--- config.mk ---
export PLATFORM = sky130hd
export DESIGN_NAME = dot_product_sequencer
export DESIGN_NICKNAME = d
export VERILOG_FILES = /design/src/rtl/dotseq_pkg.sv /design/src/rtl/dotseq_addr_gen.sv /design/src/rtl/dot_product_sequencer.sv
export SDC_FILE = /design/constraint.sdc
export NUM_CORES = 1
export LEC_CHECK = 0
export CORE_MARGIN = 4
export CORE_UTILIZATION = 40
export DETAILED_ROUTE_END_ITERATION = 6
export PLACE_DENSITY_LB_ADDON = 0.2
export SLEW_MARGIN = 5
export SYNTH_ARGS = -nofsm -noshare
export SYNTH_HDL_FRONTEND = slang
export SYNTH_HIERARCHICAL = 1
export SYNTH_SLANG_ARGS = --single-unit
--- constraint.sdc ---
create_clock -name clk -period 4.9 [get_ports clk]
set_input_delay 0.735 -clock clk [delete_from_list [all_inputs] [get_ports clk]]
set_output_delay 0.735 -clock clk [all_outputs]
set_load 0.02 [all_outputs]
--- src/rtl/dotseq_pkg.sv ---
// Shared types and constants for the dot-product sequencer.
// The optional DOTSEQ_STRIDE_EN build adds per-operand address strides.
package dotseq_pkg;

  // Default widths; the FMA must be built with the same WIDTH.
  localparam int DEF_WIDTH  = 32;
  localparam int DEF_ADDR_W = 10;
  localparam int DEF_LEN_W  = 8;

  // Edges from command accept to res_valid beyond the element count N.
  localparam int LAT_OVERHEAD = 3;

  // Sequencer control states.
  typedef enum logic [2:0] {
    IDLE    = 3'd0,
    ISSUE   = 3'd1,
    DRAIN   = 3'd2,
    CAPTURE = 3'd3,
    DONE    = 3'd4
  } state_e;

endpackage

--- src/rtl/dotseq_addr_gen.sv ---
// Operand address generator: loads base/stride on start and advances by the
// stride on each issued read, wrapping modulo 2^ADDR_W.
module dotseq_addr_gen #(
  parameter int ADDR_W = 10
) (
  input  logic              clk,
  input  logic              rst_n,
  input  logic              start_i,
  input  logic [ADDR_W-1:0] base_i,
  input  logic [ADDR_W-1:0] stride_i,
  input  logic              step_i,
  output logic [ADDR_W-1:0] addr_o
);

  logic [ADDR_W-1:0] addr_q;
  logic [ADDR_W-1:0] addr_d;
  logic [ADDR_W-1:0] stride_q;
  logic [ADDR_W-1:0] stride_d;

  // Next address: reload on start, otherwise add the latched stride per issue.
  always_comb begin
    addr_d   = addr_q;
    stride_d = stride_q;
    if (start_i) begin
      addr_d   = base_i;
      stride_d = stride_i;
    end else if (step_i) begin
      addr_d = addr_q + stride_q;
    end
  end

  // Address and stride registers.
  always_ff @(posedge clk) begin
    if (!rst_n) begin
      addr_q   <= '0;
      stride_q <= '0;
    end else begin
      addr_q   <= addr_d;
      stride_q <= stride_d;
    end
  end

  assign addr_o = addr_q;

endmodule

--- src/rtl/dot_product_sequencer.sv ---
// Dot-product sequencer: streams operand pairs from two synchronous-read
// memories into the FMA accumulator and returns the final sum on a
// valid/ready port. Optional build macro: DOTSEQ_STRIDE_EN (per-operand
// address strides; without it the stride is fixed at 1).
module dot_product_sequencer
  import dotseq_pkg::*;
#(
  parameter int WIDTH  = DEF_WIDTH,
  parameter int ADDR_W = DEF_ADDR_W,
  parameter int LEN_W  = DEF_LEN_W
) (
  input  logic              clk,
  input  logic              rst_n,
  input  logic              cmd_valid,
  output logic              cmd_ready,
  input  logic [LEN_W-1:0]  cmd_len,
  input  logic [ADDR_W-1:0] cmd_base_a,
  input  logic [ADDR_W-1:0] cmd_base_b,
  input  logic [WIDTH-1:0]  cmd_seed,
`ifdef DOTSEQ_STRIDE_EN
  input  logic [ADDR_W-1:0] cmd_stride_a,
  input  logic [ADDR_W-1:0] cmd_stride_b,
`endif
  output logic              mem_a_ren,
  output logic [ADDR_W-1:0] mem_a_addr,
  input  logic [WIDTH-1:0]  mem_a_data,
  output logic              mem_b_ren,
  output logic [ADDR_W-1:0] mem_b_addr,
  input  logic [WIDTH-1:0]  mem_b_data,
  output logic [WIDTH-1:0]  fma_a,
  output logic [WIDTH-1:0]  fma_b,
  output logic [WIDTH-1:0]  fma_seed,
  output logic              fma_update,
  output logic              fma_en,
  input  logic [WIDTH-1:0]  fma_acc,
  output logic              res_valid,
  input  logic              res_ready,
  output logic [WIDTH-1:0]  res_data,
  output logic              busy
);

  localparam logic [LEN_W-1:0] LEN_ONE = LEN_W'(1);

  state_e             state_q, state_d;
  logic [LEN_W-1:0]   k_q;
  logic [LEN_W-1:0]   len_q;
  logic [WIDTH-1:0]   seed_q;
  logic               en_q;
  logic               upd_q;
  logic               rd_vld_q;
  logic [WIDTH-1:0]   res_q;

  logic               accept;
  logic               issue;
  logic               last_issue;
  logic               zero_len;
  logic [ADDR_W-1:0]  stride_a;
  logic [ADDR_W-1:0]  stride_b;

  assign accept     = cmd_valid && (state_q == IDLE);
  assign issue      = (state_q == ISSUE);
  assign last_issue = issue && (k_q == (len_q - LEN_ONE));
  assign zero_len   = (cmd_len == '0);

`ifdef DOTSEQ_STRIDE_EN
  assign stride_a = cmd_stride_a;
  assign stride_b = cmd_stride_b;
`else
  assign stride_a = ADDR_W'(1);
  assign stride_b = ADDR_W'(1);
`endif

  // State register.
  always_ff @(posedge clk) begin
    if (!rst_n) begin
      state_q <= IDLE;
    end else begin
      state_q <= state_d;
    end
  end

  // Next-state and control outputs. A zero-length command skips ISSUE and
  // goes straight to DRAIN so its single seed-only FMA cycle keeps the same
  // N+3 latency as a real run.
  always_comb begin
    state_d   = state_q;
    cmd_ready = 1'b0;
    busy      = 1'b1;
    mem_a_ren = 1'b0;
    mem_b_ren = 1'b0;
    res_valid = 1'b0;
    case (state_q)
      IDLE: begin
        cmd_ready = 1'b1;
        busy      = 1'b0;
        if (cmd_valid) begin
          state_d = zero_len ? DRAIN : ISSUE;
        end
      end
      ISSUE: begin
        mem_a_ren = 1'b1;
        mem_b_ren = 1'b1;
        if (last_issue) begin
          state_d = DRAIN;
        end
      end
      DRAIN:   state_d = CAPTURE;
      CAPTURE: state_d = DONE;
      DONE: begin
        res_valid = 1'b1;
        if (res_ready) begin
          state_d = IDLE;
        end
      end
      default: state_d = IDLE;
    endcase
  end

  // Command latches, element counter, FMA strobe pipeline and result register.
  // en/update are delayed one cycle so they line up with the memory data;
  // rd_vld_q marks cycles where that data came from a real read, which keeps
  // the operands at zero for the seed-only cycle of a zero-length command.
  always_ff @(posedge clk) begin
    if (!rst_n) begin
      k_q      <= '0;
      len_q    <= '0;
      seed_q   <= '0;
      en_q     <= 1'b0;
      upd_q    <= 1'b0;
      rd_vld_q <= 1'b0;
      res_q    <= '0;
    end else begin
      en_q     <= issue || (accept && zero_len);
      upd_q    <= (issue && (k_q == '0)) || (accept && zero_len);
      rd_vld_q <= issue;
      if (accept) begin
        k_q    <= '0;
        len_q  <= cmd_len;
        seed_q <= cmd_seed;
      end else if (issue) begin
        k_q <= k_q + LEN_ONE;
      end
      if (state_q == CAPTURE) begin
        res_q <= fma_acc;
      end
    end
  end

  dotseq_addr_gen #(
    .ADDR_W (ADDR_W)
  ) u_addr_a (
    .clk      (clk),
    .rst_n    (rst_n),
    .start_i  (accept),
    .base_i   (cmd_base_a),
    .stride_i (stride_a),
    .step_i   (issue),
    .addr_o   (mem_a_addr)
  );

  dotseq_addr_gen #(
    .ADDR_W (ADDR_W)
  ) u_addr_b (
    .clk      (clk),
    .rst_n    (rst_n),
    .start_i  (accept),
    .base_i   (cmd_base_b),
    .stride_i (stride_b),
    .step_i   (issue),
    .addr_o   (mem_b_addr)
  );

  assign fma_a      = (en_q && rd_vld_q) ? mem_a_data : '0;
  assign fma_b      = (en_q && rd_vld_q) ? mem_b_data : '0;
  assign fma_en     = en_q;
  assign fma_update = upd_q;
  assign fma_seed   = seed_q;
  assign res_data   = res_q;

endmodule

==> flow_metrics.tcl <==
set metrics [dict create \
    use_met2 0.409 \
    placed_cell_area_um2 9650 \
    grt_pass1_wl_mm 32.5 \
    ys_seq_area_frac 0.397 \
    drtAntennaViolNets 0 \
    grtUsageMet3 0.0803 \
    antenna_found_initial 3 \
    cts.clk_slew.worst_paths_ns 0.05 \
    grt.total_usage 0.226 \
    fp-row-count 45 \
    ys.flop_type "dfxtp_1" \
    synth_edf_count 0 \
    synth_top_family_by_area "simple AND/OR/NAND/NOR gates" \
    fmax_ghz 0.336 \
    hold_class "flip-flop to flip-flop" \
    ctsResizeCount 0 \
    crit_required_ns 4.16 \
    post-route-period-util 0.608 \
    cpPeakStageDelay_ns 0.69 \
    synthSimpleGateAreaFrac 0.246 \
    maxSlewHeadroom 0.544 \
    cts_buffer_depth 2 \
    tns_ns 0 \
    viasPerCell 4.96 \
    drtIter0Drc 233 \
    clkSinkCount 126 \
    drive_gt1_frac 0.0514 \
    status "finished, final reports clean" \
    syn_area_per_cell_um2 8.26 \
    fin_cells 1304 \
    synth_compound_area_frac 0.181 \
    cp_max_fo 29 \
    avgRoutedWirePerCell_um 16.0 \
    grt_start_max_net_pins 78 \
    hold_viol_final 0 \
    die_h_um 134 \
    start_util 0.413 \
    dieArea_um2 17900 \
    port_buffers 314 \
    post-place-cells 1269 \
    clk-insertion-delay-late_ns 0.42 \
    nNetsFinal 1260 \
    cp_cell_sequence "nor2_1 -> nand2_1 -> clkinv_2 -> clkdlybuf4s50_1" \
    power.static_leakage_nw 4.18 \
    cts-htree-levels 4 \
    gp_congestion 0.832 \
    vias 6469 \
    root_buffer "clkbuf_16" \
    cp_num_buf_inv 2 \
    p_per_area_nw_per_um2 333 \
    synth_mux_area_frac 0.0459 \
    syn_to_final_growth_pct 62.7 \
    report.final.slew_viol_count 0 \
    clock_skew_ns 0.00692 \
    yosys.area_share.adder 0.0477 \
    grt_overflow 0 \
    maxCapViolCount 0 \
    drc 0 \
    synth.cell_area_um2 6350 \
    met1_usage 0.234 \
    setup_viol 0 \
    crit_family "buffers and inverters" \
    final_common_cell "clkdlybuf4s50_1" \
    max-vdd-ir-drop_mv 0.252 \
    path_class "flip-flop to output pin" \
    synthXorXnorAreaFrac 0.0359 \
    cts_setup_buffers 0 \
    cts_buffers 17 \
    core-area_um2 15400 \
    wirelength_mm 20.8 \
    worstSetupEndpointType "output pin" \
    grt_pass1_vias 6430 \
    yosys_warnings 6 \
    cp-start-kind "flip-flop" \
    dp_hpwl_mm 15.4 \
    layout_min_cycle_time_ns 2.98 \
    async_flop_share 0 \
    grt_setup_unrepaired "false" \
    gr-max-usage-layer "met2" \
    ys_ff_latch 126 \
    drt_first_pass_iters 4 \
    syn_inst 768 \
    slowest_stage "clkdlybuf4s50_1" \
    cts_tree "built" \
    io_pins 315 \
    synth.distinct_cells 60 \
    worstMarginPinSlew_ns 0.685 \
    design_area_um2 10300 \
    ctsHoldBuffers 0 \
    whs_ns 0.450 \
    worstPathArrival_ns 2.24 \
    layout_common_cells "clkdlybuf4s50_1, nand2_1, dfxtp_1" \
    die_w_um 134 \
]
[where the power goes]
part           switching (mW)  internal [mW]
logic                   0.429          0.404
registers              0.0652           1.11
clock network           0.448          0.979
[synthesized netlist by cell type (3+ instances only)]
cell | count | share of area
o31ai_1 | 3 | 0.0035
and3_1 | 72 | 0.071
nor3_1 | 4 | 0.0032
xnor2_1 | 15 | 0.021
dfxtp_1 | 126 | 0.40
o211ai_1 | 6 | 0.0071
a211o_1 | 4 | 0.0055
a21boi_0 | 68 | 0.080
o22ai_1 | 4 | 0.0039
nor3b_1 | 3 | 0.0035
nor2_1 | 46 | 0.027
nand4_1 | 7 | 0.0069
nand3_1 | 4 | 0.0032
a21oi_1 | 38 | 0.030
nand2_1 | 170 | 0.10
ha_1 | 21 | 0.041
xor2_1 | 11 | 0.015
inv_1 | 11 | 0.0065
mux2i_1 | 28 | 0.044
buf_2 | 14 | 0.011
a31oi_1 | 4 | 0.0039
o21ai_0 | 16 | 0.013
clkbuf_1 | 31 | 0.018
a21o_1 | 4 | 0.0047
a21boi_1 | 6 | 0.0071
a211oi_1 | 5 | 0.0059
[tightest hold or removal path: cells and delay by family, from the launching register on]
kind / cells / cell delay [ns]
DFF: 1 / 0.30
and+or+nand+nor: 1 / 0.05
AOI/OAI and AO/OA: 1 / 0.05
[final timing paths]
kind | to | from | slack [ns] | cells past startpoint
worst max-delay path | mem_b_ren | state_q[2] | 1.92 | 4
worst min-delay path | fma_seed[2] | fma_seed[2] | 0.45 | 2
worst max register to register | u_addr_b/addr_o[6] | state_q[2] | 2.50 | 8
worst min register to register | fma_seed[2] | fma_seed[2] | 0.45 | 2
[layout make-up]
| cell class | instances | area, um2 |
|---|---|---|
| inverters | 15 | 58.8 |
| clock buffers | 21 | 460 |
| repair buffers | 321 | 3190 |
| diodes | 3 | 7.51 |
| well taps | 211 | 264 |
| multi-input cells | 596 | 3610 |
| fillers | 1300 | 5040 |
| clock inverters | 11 | 211 |
| flip-flops and latches | 126 | 2520 |
[logic make-up after synthesis]
family / Yosys count
and+or+nand+nor: 329
xor gates and xnor gates: 26
muxes: 29
adders and majority gates: 23
other: 2
buffers and inverters: 64
AOI/OAI and AO/OA: 169
DFF: 126
[flip-flops by register name, summed over array words and instances, names as in the netlist]
| register | cells |
|---|---|
| u_addr_a/stride_q | 10 |
| fma_update | 1 |
| k_q | 8 |
| state_q | 3 |
| fma_seed | 32 |
| len_q | 8 |
| rd_vld_q | 1 |
| u_addr_a/addr_o | 10 |
| u_addr_b/stride_q | 10 |
| res_data | 32 |
| u_addr_b/addr_o | 10 |
| fma_en | 1 |
[per-stage QoR]
step	power, mW	worst slack [ns]	utilization
2_1_floorplan	1.67	2.70	-
3_3_place_gp	2.02	2.10	0.628
3_5_place_dp	2.03	2.05	0.628
4_1_cts	3.47	1.90	0.671
5_1_grt	3.61	1.74	0.672
6_report	3.44	1.92	0.672
[routing by layer]
metal  share of wire  routed length, um  up-vias
met5               0                  0        -
met4           0.023                478        0
met3           0.086               1800       26
met2            0.52              10800      235
met1            0.37               7740     2961
li1                -                  -     3247
Power figures use the tool's default switching activity.
